$ cat config.mk
export PLATFORM = sky130hd
export DESIGN_NAME = fifo_rd_stream
export DESIGN_NICKNAME = d
export VERILOG_FILES = /design/src/rtl/fifo_pkg.sv /design/src/rtl/stream_skid_buf.sv /design/src/rtl/fifo_rd_stream.sv
export SDC_FILE = /design/constraint.sdc
export NUM_CORES = 1
export LEC_CHECK = 0
export CAP_MARGIN = 25
export CORE_ASPECT_RATIO = 1.5
export CORE_MARGIN = 2
export CORE_UTILIZATION = 60
export DETAILED_ROUTE_END_ITERATION = 10
export DONT_BUFFER_PORTS = 1
export PLACE_DENSITY_LB_ADDON = 0.1
export SLEW_MARGIN = 40
export SYNTH_ARGS = -nofsm -noshare
export SYNTH_HDL_FRONTEND = slang
export SYNTH_SLANG_ARGS = --single-unit
$ cat constraint.sdc
create_clock -name rd_clk -period 7.1 [get_ports rd_clk]
set_input_delay 1.42 -clock rd_clk [delete_from_list [all_inputs] [get_ports rd_clk]]
set_output_delay 1.42 -clock rd_clk [all_outputs]
set_load 0.005 [all_outputs]
$ cat src/rtl/fifo_pkg.sv
// Shared constants and types for the dual-clock FIFO and its read-side drain stage.
package fifo_pkg;

  localparam int DATA_W    = 16;
  localparam int FRAME_LEN = 64;

  // Occupancy of the two-entry drain buffer: 0, 1 or 2 words.
  typedef logic [1:0] occ_t;

endpackage

$ cat src/rtl/stream_skid_buf.sv
// Two-entry head/skid buffer feeding a registered valid/ready stream.
// The head register always holds the oldest word and drives m_data/m_valid directly.
module stream_skid_buf #(
  parameter int W = fifo_pkg::DATA_W
) (
  input  logic         clk,
  input  logic         rst,
  input  logic         flush,
  input  logic         push,
  input  logic [W-1:0] push_data,
  input  logic         m_ready,
  output logic         m_valid,
  output logic [W-1:0] m_data,
  output logic [1:0]   occ
);

  logic [W-1:0] head_d, head_q;
  logic [W-1:0] skid_d, skid_q;
  logic         head_vld_d, head_vld_q;
  logic         skid_vld_d, skid_vld_q;
  logic         drain;

  assign drain = head_vld_q && m_ready;

  always_comb begin
    // NOTE: every variable gets a hold value first so no path leaves it unassigned (no latch).
    head_d     = head_q;
    head_vld_d = head_vld_q;
    skid_d     = skid_q;
    skid_vld_d = skid_vld_q;
    if (flush) begin
      head_vld_d = 1'b0;
      skid_vld_d = 1'b0;
    end else if (drain) begin
      if (skid_vld_q) begin
        head_d     = skid_q;
        head_vld_d = 1'b1;
        skid_vld_d = push;
        if (push) skid_d = push_data;
      end else begin
        head_vld_d = push;
        if (push) head_d = push_data;
      end
    end else if (push) begin
      // The pop rule never pushes into a full buffer, so a non-empty head means the skid is free.
      if (!head_vld_q) begin
        head_d     = push_data;
        head_vld_d = 1'b1;
      end else begin
        skid_d     = push_data;
        skid_vld_d = 1'b1;
      end
    end
  end

  always_ff @(posedge clk or posedge rst) begin
    if (rst) begin
      head_q     <= '0;
      head_vld_q <= 1'b0;
      skid_vld_q <= 1'b0;
    end else begin
      head_q     <= head_d;
      head_vld_q <= head_vld_d;
      skid_vld_q <= skid_vld_d;
    end
  end

  // NOTE: skid data is only observed behind skid_vld_q, so it needs no reset; head data is
  // reset because it is m_data, which must read zero out of reset.
  always_ff @(posedge clk) begin
    skid_q <= skid_d;
  end

  assign m_valid = head_vld_q;
  assign m_data  = head_q;
  assign occ     = fifo_pkg::occ_t'(head_vld_q) + fifo_pkg::occ_t'(skid_vld_q);

endmodule

$ cat src/rtl/fifo_rd_stream.sv
// Read-side drain stage: pops the FIFO into a 2-entry buffer and presents a framed
// valid/ready stream with a per-frame last flag and a frame-done pulse.
module fifo_rd_stream #(
  parameter  int DATA_W    = fifo_pkg::DATA_W,
  parameter  int FRAME_LEN = fifo_pkg::FRAME_LEN,
  localparam int CNT_W     = $clog2(FRAME_LEN)
) (
  input  logic              rd_clk,
  input  logic              rd_rst,
  input  logic [DATA_W-1:0] fifo_rd_data,
  input  logic              fifo_empty,
  output logic              fifo_rd_en,
  input  logic              flush,
  output logic [DATA_W-1:0] m_data,
  output logic              m_valid,
  input  logic              m_ready,
  output logic              m_last,
  output logic [CNT_W-1:0]  beat_cnt,
  output logic              frame_done,
  output logic [1:0]        occ
);

  localparam logic [CNT_W-1:0] LAST_BEAT = CNT_W'(FRAME_LEN - 1);

  logic [CNT_W-1:0] beat_d, beat_q;
  logic             frame_done_d, frame_done_q;
  logic             hs;

  // Pop depends only on registered occupancy, keeping m_ready off the FIFO read path.
  assign fifo_rd_en = !rd_rst && !fifo_empty && !flush && (occ < 2'd2);
  assign hs         = m_valid && m_ready;

  stream_skid_buf #(.W(DATA_W)) u_buf (
    .clk       (rd_clk),
    .rst       (rd_rst),
    .flush     (flush),
    .push      (fifo_rd_en),
    .push_data (fifo_rd_data),
    .m_ready   (m_ready),
    .m_valid   (m_valid),
    .m_data    (m_data),
    .occ       (occ)
  );

  always_comb begin
    beat_d       = beat_q;
    frame_done_d = 1'b0;
    if (flush) begin
      beat_d = '0;
    end else if (hs) begin
      if (beat_q == LAST_BEAT) begin
        beat_d       = '0;
        frame_done_d = 1'b1;
      end else begin
        beat_d = beat_q + 1'b1;
      end
    end
  end

  // NOTE: sequential state uses non-blocking assignments so every flop samples pre-edge values.
  always_ff @(posedge rd_clk or posedge rd_rst) begin
    if (rd_rst) begin
      beat_q       <= '0;
      frame_done_q <= 1'b0;
    end else begin
      beat_q       <= beat_d;
      frame_done_q <= frame_done_d;
    end
  end

  assign beat_cnt   = beat_q;
  assign frame_done = frame_done_q;
  assign m_last     = m_valid && (beat_q == LAST_BEAT);

endmodule

==> flow_metrics.tcl, run 1 <==
set metrics [dict create \
    area_growth_pct 5.53 \
    max_slew_margin 0.545 \
    async_reset_ff_frac 0.610 \
    syn_area_per_cell_um2 14.4 \
    synth_common_cells "dfrtp_1, mux2_2, edfxtp_1, mux2_4, nand2_1" \
    syn_area_um2 1850 \
    tightest_slew_ns 0.681 \
    cp_slowest_cell "or4_4" \
    synth_cell_types 30 \
    path_class "primary input to output pin" \
    max-vdd-ir-drop_mv 0.162 \
    tns_ns 0 \
    dpl-instance-area_um2 1880 \
    cts_sinks 41 \
    yosysTopAreaCellShare 0.337 \
    final_net_count 155 \
    drv_slew 0 \
    drive_above_1_share 0.326 \
    post-route-period-util 0.500 \
    postCtsHoldBufs 0 \
    pin_count 49 \
    rows 24 \
    fillers 245 \
    multi_input_area_um2 698 \
    worstSkewPairLatency_ns 0.29 \
    min-delay-path-class "register to register" \
    numCtsBuffers 5 \
    synth_warnings 0 \
    status "finished clean" \
    place_hpwl_um 2310 \
    ys.flop_type "dfrtp_1" \
    postCtsSetupBuffers 0 \
    setup_viol 0 \
    vias 1049 \
    grtUsageTotal 0.213 \
    crit_fanout 12 \
    io_buffers 0 \
    seq_area_um2 1110 \
    critPathCaptureType "output pin" \
    slowest_delay_ns 0.55 \
    crit_family "simple AND/OR/NAND/NOR gates" \
    yosys-top-cells-area "dfrtp_1, edfxtp_1, mux2_2" \
    min_period_ns 3.55 \
    root_buffer "clkbuf_8" \
    final_area_um2 1960 \
    critPathRequiredTime_ns 5.68 \
    drc_errors 0 \
    synth_most_common_cell "dfrtp_1" \
    ant_nets 0 \
    hold_viol 0 \
    die_h_um 72.1 \
    synth_nets 153 \
    ctsLongestPathBuffers 2 \
    ys_seq_area_frac 0.596 \
    gp_congestion 0.828 \
    cellLeakagePower_uw 0.000763 \
    grt_max_degree 26 \
    skew_ns 0.0105 \
    cp.arrival_ns 2.13 \
    diodes 0 \
    grt_pass1_wl_um 5690 \
    cp_cell_sequence "or4_4 > inv_1" \
    wl_per_cell_um 20.3 \
    antenna_found_initial 0 \
    overflow 0 \
    cts_resized 0 \
    grt_pass1_vias 1151 \
    syn-instance-count 129 \
    dieArea_um2 3560 \
    path_buf_inv 1 \
    fmax_ghz 0.281 \
    core_um2 2940 \
    yosysTopAreaCell "dfrtp_1" \
    powerDensity_nw_per_um2 242 \
    drt_iter0_drc 22 \
    start_kind "primary input" \
    rsz0062_at_grt "false" \
    final_util 0.665 \
    ys_ff_latch 41 \
    maxCapViolations 0 \
    htreeDepth 2 \
    drtPass1Iterations 4 \
    viasPerCell 6.13 \
    initial_core_util 0.630 \
    synth_edf_count 16 \
    wl_um 3480 \
    die_x_um 49.4 \
    path_clk_slew_ns 0.07 \
    cts_tree "built" \
]
per-layer routing:
layer / wire length (um) / global-route usage
met1: 1430 / 0.264
met2: 1690 / 0.344
met3: 283 / 0.0782
met4: 77 / 0.0802
met5: 0 / 0
metrics by stage:
step	power (uW)	cells	setup WS, ns	hold WS (ns)
after floorplan	324	129	3.60	0.505
after global placement	329	163	3.56	0.522
after detailed placement	332	163	3.55	0.524
after CTS	478	171	3.55	0.546
after global routing	493	171	3.53	0.556
final	473	171	3.55	0.540
worst paths after layout:
path                                  from               to  slack [ns]  depth (start not counted)
max                                  flush       fifo_rd_en        3.55                          2
min                        u_buf.m_data[5]  u_buf.m_data[5]        0.54                          1
max reg2reg                  u_buf.m_valid  u_buf.skid_q[0]        4.65                          5
min reg2reg                u_buf.m_data[5]  u_buf.m_data[5]        0.54                          1
max in group asynchronous           rd_rst      beat_cnt[1]        5.67                          1
min in group asynchronous           rd_rst  u_buf.m_data[7]        1.04                          1
flip-flops by register name, indices dropped and copies added (netlist names):
signal and flops:
u_buf.skid_q 16, frame_done 1, u_buf.m_data 16, u_buf.skid_vld_q 1
u_buf.m_valid 1, beat_cnt 6
cells by family after synthesis:
group | synth area share
fa+ha+maj | 0.0202
flops | 0.596
compound gates | 0.0533
simple gates | 0.0776
mux | 0.215
xor+xnor | 0.00472
buf+inv | 0.0331
final cells by class:
cell class              count  area share
multi-input cells          77       0.357
clock inverters             1     0.00256
well taps                  39      0.0249
clock buffers               7      0.0390
inverters                   6      0.0115
flip-flops and latches     41       0.565
power breakdown:
group	internal [uW]	leakage [uW]	switching, uW
registers	267	0.000458	17.6
logic	27.3	0.000263	14.2
clock network	69.0	0.0000422	77.8
placed cells by master (no fill, tap or decap), drive strengths merged:
cell type | netlist | routed
mux2 | 32 | 32
dfrtp | 25 | 25
edfxtp | 16 | 16
nand2 | 8 | 8
a21oi | 7 | 7
clkbuf | 1 | 7
inv | 6 | 6
nand3 | 6 | 6
o21ai | 3 | 3
or3 | 3 | 3
ha | 3 | 3
nor2b | 2 | 2
or4 | 1 | 1
nand4b | 1 | 1
nand2b | 1 | 1
nor3 | 1 | 1
nor4 | 1 | 1
a21boi | 1 | 1
nand4 | 1 | 1
a22oi | 1 | 1
o2111ai | 1 | 1
xor2 | 1 | 1
nor2 | 1 | 1
o211ai | 1 | 1
a31oi | 1 | 1
clkinv | 0 | 1
(Power assumes the default switching activity.)
==> inputs of run 2 (changes only) <==
- CORE_UTILIZATION: 60 -> 55
- clock period: 7.1 -> 3.2 ns (I/O delays scaled with it)
==> run 2 against run 1 <==
Net effect:
- die area up 8.5%
- clock power increased by 110%
- setup slack worse by 2.9 ns
- combinational power rose by 120%
- via count fell by 2.6%
- clock skew shrank 0.0062 ns
- critical path depth rose by 4
- flip-flop and latch count is the same
- power up 120%
- core utilization decreased by 4.9 points
- critical path type is now register to register
- critical endpoint is now u_buf.skid_q[12]
- largest cell class unchanged
- highest routed layer unchanged
==> flow_metrics.tcl, run 2 (same netlist as run 1, synthesis figures left out) <==
set metrics [dict create \
    skew_ns 0.00424 \
    grt_pass1_wl_um 5530 \
    postCtsHoldBufs 0 \
    switching_share 0.224 \
    htreeDepth 2 \
    powerDensity_nw_per_um2 524 \
    max_slew_margin 0.541 \
    fin_ws_ns 0.665 \
    power_uw 1030 \
    drc_errors 0 \
    numPlacedInstances 166 \
    timing.hold.ws_ns 0.284 \
    stdcell_count 174 \
    overflow 0 \
    rrSetupSlack_ns 0.66 \
    initial_core_util 0.581 \
    p_comb_frac 0.088 \
    crit_fanout 13 \
    hold_viol 0 \
    wl_per_cell_um 19.6 \
    gp_congestion 0.799 \
    core_um2 3190 \
    post-place-ws_ns 0.680 \
    vias 1022 \
    maxCapViolations 0 \
    final_common_cell "dfrtp_1" \
    ant_nets 0 \
    final_net_count 157 \
    pwr-share-seq 0.613 \
    critPathRequiredTime_ns 3.19 \
    p_int_uw 800 \
    io_buffers 0 \
    fmax_ghz 0.394 \
    status "finished clean" \
    start_kind "register" \
    critPathCaptureType "register" \
    dieArea_um2 3860 \
    drt_iter0_drc 17 \
    grt_pass1_vias 1148 \
    cts_sinks 41 \
    pin_count 49 \
    ctsLongestPathBuffers 2 \
    viasPerCell 5.87 \
    tightest_slew_ns 0.687 \
    postCtsSetupBuffers 0 \
    tns_ns 0 \
    clockPowerShare 0.298 \
    min_period_ns 2.54 \
    cp.arrival_ns 2.53 \
    worstSkewPairLatency_ns 0.28 \
    grtUsageTotal 0.198 \
    drive_above_1_share 0.336 \
    cts_tree "built" \
    cts_resized 0 \
    path_clk_slew_ns 0.07 \
    drv_slew 0 \
    rsz0062_at_grt "false" \
    setup_viol 0 \
    die_h_um 75.1 \
    fillers 265 \
    area_growth_pct 6.01 \
    place_hpwl_um 2370 \
    drtPass1Iterations 4 \
    wl_um 3410 \
    root_buffer "clkbuf_8" \
    path_class "register to register" \
    antenna_found_initial 0 \
    grt_max_degree 26 \
    die_x_um 51.4 \
    rows 25 \
    post-route-period-util 0.792 \
    cellLeakagePower_uw 0.000773 \
    numCtsBuffers 5 \
    min-delay-path-class "primary input to async pin" \
    switchingPower_uw 231 \
    max-vdd-ir-drop_mv 0.439 \
    mostFrequentLayoutCells "dfrtp_1, mux2_2, edfxtp_1" \
    diodes 0 \
]
## run 2: cell count changes in the layout (fill, tap and decap cells not counted), sizes merged
cell / delta
clkinv: +2
clkbuf: -2
buf: +2
## run 2: final cells by class
type | instances | area [um2] | area share
Multi-Input combinational cell | 77 | 691 | 0.351
Sequential cell | 41 | 1110 | 0.563
Tap cell | 40 | 50.0 | 0.0255
Clock inverter | 3 | 12.5 | 0.00637
Clock buffer | 5 | 68.8 | 0.0350
Timing Repair Buffer | 2 | 15.0 | 0.00764
Inverter | 6 | 22.5 | 0.0115
## run 2: per-stage QoR
stage	util	cell area, um2
floorplan	-	1850
global placement	0.591	1880
detailed placement	0.591	1880
CTS	0.616	1970
global route	0.616	1970
finish	0.616	1970
## run 2: final timing paths
path / from / to / cells past startpoint
min: rd_rst / beat_cnt[1] / 1
max: u_buf.m_valid / u_buf.skid_q[12] / 6
min in group rd_clk: flush / beat_cnt[5] / 1
min reg2reg: u_buf.m_data[4] / u_buf.m_data[4] / 1
max in group asynchronous: rd_rst / u_buf.m_data[4] / 1
max reg2reg: u_buf.m_valid / u_buf.skid_q[12] / 6
## run 2: power groups by stage
stage                     registers, uW  clock network (uW)  logic (uW)
final                               632                 307        91.1
after global routing                639                 339         101
after CTS                           634                 322        92.8
after detailed placement            644                   0        92.1
after global placement              642                   0        88.8
after floorplan                     631                   0        88.3
## run 2: worst max-delay path: stages (launching register included)
cell and delay, ns:
dfrtp_1 0.56, ha_1 0.33, or4_4 0.45, inv_1 0.15, nand2_1 0.09, a21oi_2 0.40, buf_4 0.26
## run 2: layer usage
metal  GRT usage  vias up  wire length, um
met5           0        -                0
met4      0.0702        0               57
met3      0.0556        7              239
met2       0.350       39             1780
met1       0.228      501             1330
li1            -      475                -
==> inputs of run 3 (changes only) <==
- CORE_UTILIZATION: 55 -> 60
- clock period: 3.2 -> 2.6 ns (I/O delays scaled with it)
==> run 3 against run 2 <==
Net effect:
- first-iteration DRC count fell by 41%
- global-route usage grew 0.91 points
- routed wire length decreased by 2.8%
- fmax increased by 19%
- critical path depth did not move
- flip-flop and latch count unchanged
- via count increased by 2.1%
- register-to-register slack worse by 0.20 ns
- setup slack lost 0.20 ns
- die area down 7.8%
- design area rose by 2.6%
- combinational power increased by 30%
- critical path type unchanged
- largest cell class unchanged
==> flow_metrics.tcl, run 3 (same netlist as run 1, synthesis figures left out) <==
set metrics [dict create \
    drt_iter0_drc 10 \
    final_area_um2 2020 \
    die_x_um 49.4 \
    worstSkewPairLatency_ns 0.30 \
    ctsLongestPathBuffers 2 \
    drv_slew 0 \
    min-delay-path-class "primary input to async pin" \
    rows 24 \
    p_int_uw 1090 \
    powerDensity_nw_per_um2 687 \
    cellLeakagePower_uw 0.000796 \
    max-vdd-ir-drop_mv 0.473 \
    start_kind "register" \
    io_buffers 0 \
    status "finished clean" \
    postCtsHoldBufs 0 \
    viasPerCell 5.96 \
    p_comb_frac 0.085 \
    r2r.worst_path.cells 6 \
    mostFrequentLayoutCells "dfrtp_1, mux2_2, edfxtp_1" \
    final_common_cell "dfrtp_1" \
    cts_sinks 41 \
    grtUsageTotal 0.207 \
    final_net_count 159 \
    wl_um 3310 \
    tns_ns 0 \
    place_hpwl_um 2390 \
    gp_congestion 0.775 \
    min_period_ns 2.13 \
    grt_pass1_vias 1110 \
    fmax_ghz 0.469 \
    grt_pass1_wl_um 5430 \
    die_h_um 72.1 \
    cp_slowest_cell "or4_4" \
    seq_area_um2 1110 \
    drc_errors 0 \
    cp.arrival_ns 2.14 \
    core_um2 2940 \
    antenna_found_initial 0 \
    vias 1043 \
    wl_met2_um 1660 \
    switchingPower_uw 297 \
    max_slew_margin 0.643 \
    ant_nets 0 \
    tightest_slew_ns 0.535 \
    numCtsBuffers 5 \
    regToRegEndpoint "u_buf.skid_q[11]" \
    clockPowerShare 0.355 \
    dieArea_um2 3560 \
    post-route-period-util 0.820 \
    wl_met3_um 251 \
    drive_above_1_share 0.346 \
    pwr-share-seq 0.559 \
    rrSetupSlack_ns 0.47 \
    crit_family "simple AND/OR/NAND/NOR gates" \
    cts_tree "built" \
    cp_cell_sequence "ha_1 > or4_4 > inv_1 > nand2_1 > a21oi_2 > buf_12" \
    hold_viol 0 \
    rsz0062_at_grt "false" \
    slowest_delay_ns 0.46 \
    path_buf_inv 2 \
    routed.top_layer "met4" \
    critPathCaptureType "register" \
    met1_length_um 1340 \
    grt_max_degree 26 \
    area_growth_pct 8.77 \
    crit_fanout 13 \
    maxCapViolations 0 \
    skew_ns 0.00730 \
    diodes 0 \
    setup_viol 0 \
    post-place-ws_ns 0.481 \
    root_buffer "clkbuf_8" \
    drtPass1Iterations 4 \
    initial_core_util 0.630 \
    fin_ws_ns 0.469 \
    wl_per_cell_um 18.9 \
    postCtsSetupBuffers 0 \
    path_clk_slew_ns 0.08 \
    pin_count 49 \
    switching_share 0.214 \
    multi_input_area_um2 691 \
    cts_resized 0 \
    overflow 0 \
    htreeDepth 2 \
    critPathRequiredTime_ns 2.61 \
    dpl-instance-area_um2 1910 \
    fillers 231 \
    path_class "register to register" \
    rr_startpoint "u_buf.skid_vld_q" \
]
## run 3: per-layer routing
| layer | vias to the layer above | GRT usage |
|---|---|---|
| li1 | 480 | - |
| met1 | 514 | 0.250 |
| met2 | 44 | 0.333 |
| met3 | 5 | 0.0761 |
| met4 | 0 | 0.0926 |
| met5 | - | 0 |
## run 3: cell type report
| class | count | area share |
|---|---|---|
| sequential | 41 | 0.548 |
| timing repair buffer | 4 | 0.0211 |
| inverter | 6 | 0.0112 |
| clock inverter | 2 | 0.0167 |
| multi-input combinational | 77 | 0.342 |
| tap | 39 | 0.0242 |
| clock buffer | 6 | 0.0360 |
## run 3: worst max-delay path by stage
stage / start / to / slack [ns] / cells past startpoint
2_1_floorplan: u_buf.m_valid / u_buf.skid_q[0] / 0.11 / 5
3_3_place_gp: u_buf.skid_vld_q / u_buf.skid_q[13] / 0.50 / 6
3_5_place_dp: u_buf.skid_vld_q / u_buf.skid_q[13] / 0.48 / 6
4_1_cts: u_buf.skid_vld_q / u_buf.skid_q[15] / 0.47 / 6
5_1_grt: u_buf.skid_vld_q / u_buf.skid_q[11] / 0.34 / 6
6_report: u_buf.skid_vld_q / u_buf.skid_q[11] / 0.47 / 6
## run 3: power by group through the flow
| stage | logic [uW] | registers (uW) | clock network (uW) |
|---|---|---|---|
| 6_report | 118 | 775 | 493 |
| 5_1_grt | 130 | 782 | 531 |
| 4_1_cts | 120 | 776 | 508 |
| 3_5_place_dp | 120 | 789 | 0 |
| 3_3_place_gp | 114 | 786 | 0 |
| 2_1_floorplan | 109 | 776 | 0 |
## run 3: through the flow
step | total power (uW) | util | instances | hold WS [ns]
2_1_floorplan | 885 | - | 129 | 0.505
3_3_place_gp | 901 | 0.649 | 167 | 0.524
3_5_place_dp | 909 | 0.649 | 167 | 0.485
4_1_cts | 1400 | 0.685 | 175 | 0.162
5_1_grt | 1440 | 0.685 | 175 | 0.185
6_report | 1390 | 0.685 | 175 | 0.140
## run 3: worst reg2reg max path, delay by kind of cell, from the launching register on
| kind | cells | cell delay (ns) |
|---|---|---|
| AND/OR/NAND/NOR | 2 | 0.54 |
| flip-flops | 1 | 0.43 |
| buffers and inverters | 2 | 0.35 |
| AO/OA/AOI/OAI | 1 | 0.29 |
| adder cells (fa/ha/maj) | 1 | 0.23 |
==> RTL change, RTL diff (config.mk and constraints of run 3) <==
`DATA_W`: 16 -> 14.
--- a/src/rtl/fifo_pkg.sv
+++ b/src/rtl/fifo_pkg.sv
@@ -1,7 +1,7 @@
 // Shared constants and types for the dual-clock FIFO and its read-side drain stage.
 package fifo_pkg;
 
-  localparam int DATA_W    = 16;
+  localparam int DATA_W    = 14;
   localparam int FRAME_LEN = 64;
 
   // Occupancy of the two-entry drain buffer: 0, 1 or 2 words.
Interface: changed (resized fifo_rd_data and m_data); port bits go from 49 to 45. No check against the original RTL was run, so the function may have changed too.
==> RTL change against run 3 <==
- worst setup slack worse by 0.12 ns
- routed wire length down 8.3%
- global-route usage up 1.2 points
- die area down 8.4%
- final area down 8.6%
- area after synthesis down 9.0%
- sequential cell count down 4
- combinational power down 8%
- power up 0.52%
- register-to-register slack worse by 0.09 ns
==> RTL change: results (changes against run 3) <==
| Metric | Value |
|---|---|
| Routed length on met3 | 180 µm (-28%) |
| Multi-input gate count | 70 (-9.1%) |
| Root Buffer | clkbuf_8 |
| GPL Wtd Cong | 0.726 (-6.2%) |
| Overall routed net length | 3030 µm (-8.3%) |
| Post-Place Cells | 152 (-9.0%) |
| Final instance area | 1840 µm² (-8.6%) |
| Seq/Total Area, Yosys | 59.0% (-0.64 points) |
| Pre-CTS WS | 0.396 ns (-0.0853 ns) |
| Global-route met3 utilization | 8.33% (+0.72 points) |
| Worst Clk Skew | 0.0109 ns (+0.00357 ns) |
| Nonclk inv count | 6 (unchanged) |
| YS warnings | 0 (unchanged) |
| Post-Syn Area | 1690 µm² (-9.0%) |
| Slew HR | 66.9% (+2.6 points) |
| Compound-Gate Fraction of Synth Area | 6.15% (+0.82 points) |
| Pleak | 0.742 nW (-6.8%) |
| Layout cells sized above 1 | 34.1% (-0.41 points) |
| Post-synthesis cell type count | 28 (-6.7%) |
| Iter 0 DRT Violations | 35 (+25) |
| Ys async rst share | 62.2% (+1.2 points) |
| Vias in the first global route | 1035 (-6.8%) |
| Syn avg cell area | 14.3 µm² (-0.49%) |
| Mux contribution to synthesized area | 20.9% (-0.55 points) |
| Met2 Use GR | 34.0% (+0.62 points) |
| Post-DP HPWL | 2170 µm (-9.1%) |
| Area contributors post-synth | dfrtp_1 34%, edfxtp_1 25%, mux2_2 12% |
| Register share of total power | 50.4% (-5.5 points) |
| Plain + repair buffers | 2 (-2) |
| EDFF count, synth | 14 (-2) |
| Met1 GRT Util | 26.3% (+1.3 points) |
| Worst vdd ir | 0.724 mV (+53%) |
| Status | finished clean |
| Slowest stage delay, CP | 0.53 ns (+0.07 ns) |
| Antenna violations before repair | 0 (unchanged) |
| Net Count, Synth | 140 (-8.5%) |
| Critical path's top delay family | flip-flops |
| Clk sinks | 37 (-9.8%) |
| Largest net degree at the start of global routing | 24 (-7.7%) |
| Routed vias | 962 (-7.8%) |
| Routed metal-1 wirelength | 1210 µm (-9.6%) |
| Sw power | 0.281 mW (-5.3%) |
| XOR/XNOR Fraction of Synth Area | 0.519% (+0.047 points) |
| ClkCell Share | 7.26% (+2.0 points) |
| FILL cells | 209 (-9.5%) |
| Clk Latency, worst-skew pair | 0.29 ns |
| First-pass GRT wire length | 4830 µm (-11%) |
| Met2 Routed Length | 1580 µm (-4.6%) |
| Non-clock buffer share | 0.815% (-1.3 points) |
| Data arrival, critical path | 1.73 ns (-0.41 ns) |
| Cell with the largest stage delay on the worst path | dfrtp_1 |
| Internal | 1.11 mW (+2.1%) |
| Gr usage total | 21.9% (+1.2 points) |
| Fraction of the mapped netlist area in adder cells | 2.22% (+0.20 points) |
| Storage element area | 996 µm² (-10%) |
| Combinational power | 0.108 mW (-8%) |
| Area of the multi-input gates | 629 µm² (-8.9%) |
| Crit path max fanout | 12 (-1) |
==> RTL change: cell count changes in the layout (fill, tap and decap cells not counted), sizes merged, moves of 2 or more <==
cell | before | now
mux2 | 32 | 28
buf | 4 | 2
dfrtp | 25 | 23
edfxtp | 16 | 14
o31ai | 0 | 2
==> RTL change: final timing paths <==
check / start / to / slack [ns] / depth (start not counted)
worst min-delay path: rd_rst / u_buf.m_data[10]$_DFFE_PP0P_ / 0.13 / 1
worst max-delay path: u_buf.m_valid$_DFFE_PP0P_ / fifo_rd_en / 0.35 / 3
worst max register to register: u_buf.m_valid$_DFFE_PP0P_ / u_buf.skid_q[13]$_DFFE_PP_ / 0.38 / 6
min in group rd_clk: flush / beat_cnt[1]$_DFFE_PP0P_ / 0.28 / 1
max in group asynchronous: rd_rst / u_buf.m_data[1]$_DFFE_PP0P_ / 2.13 / 1
worst min register to register: u_buf.m_data[9]$_DFFE_PP0P_ / u_buf.m_data[9]$_DFFE_PP0P_ / 0.54 / 1
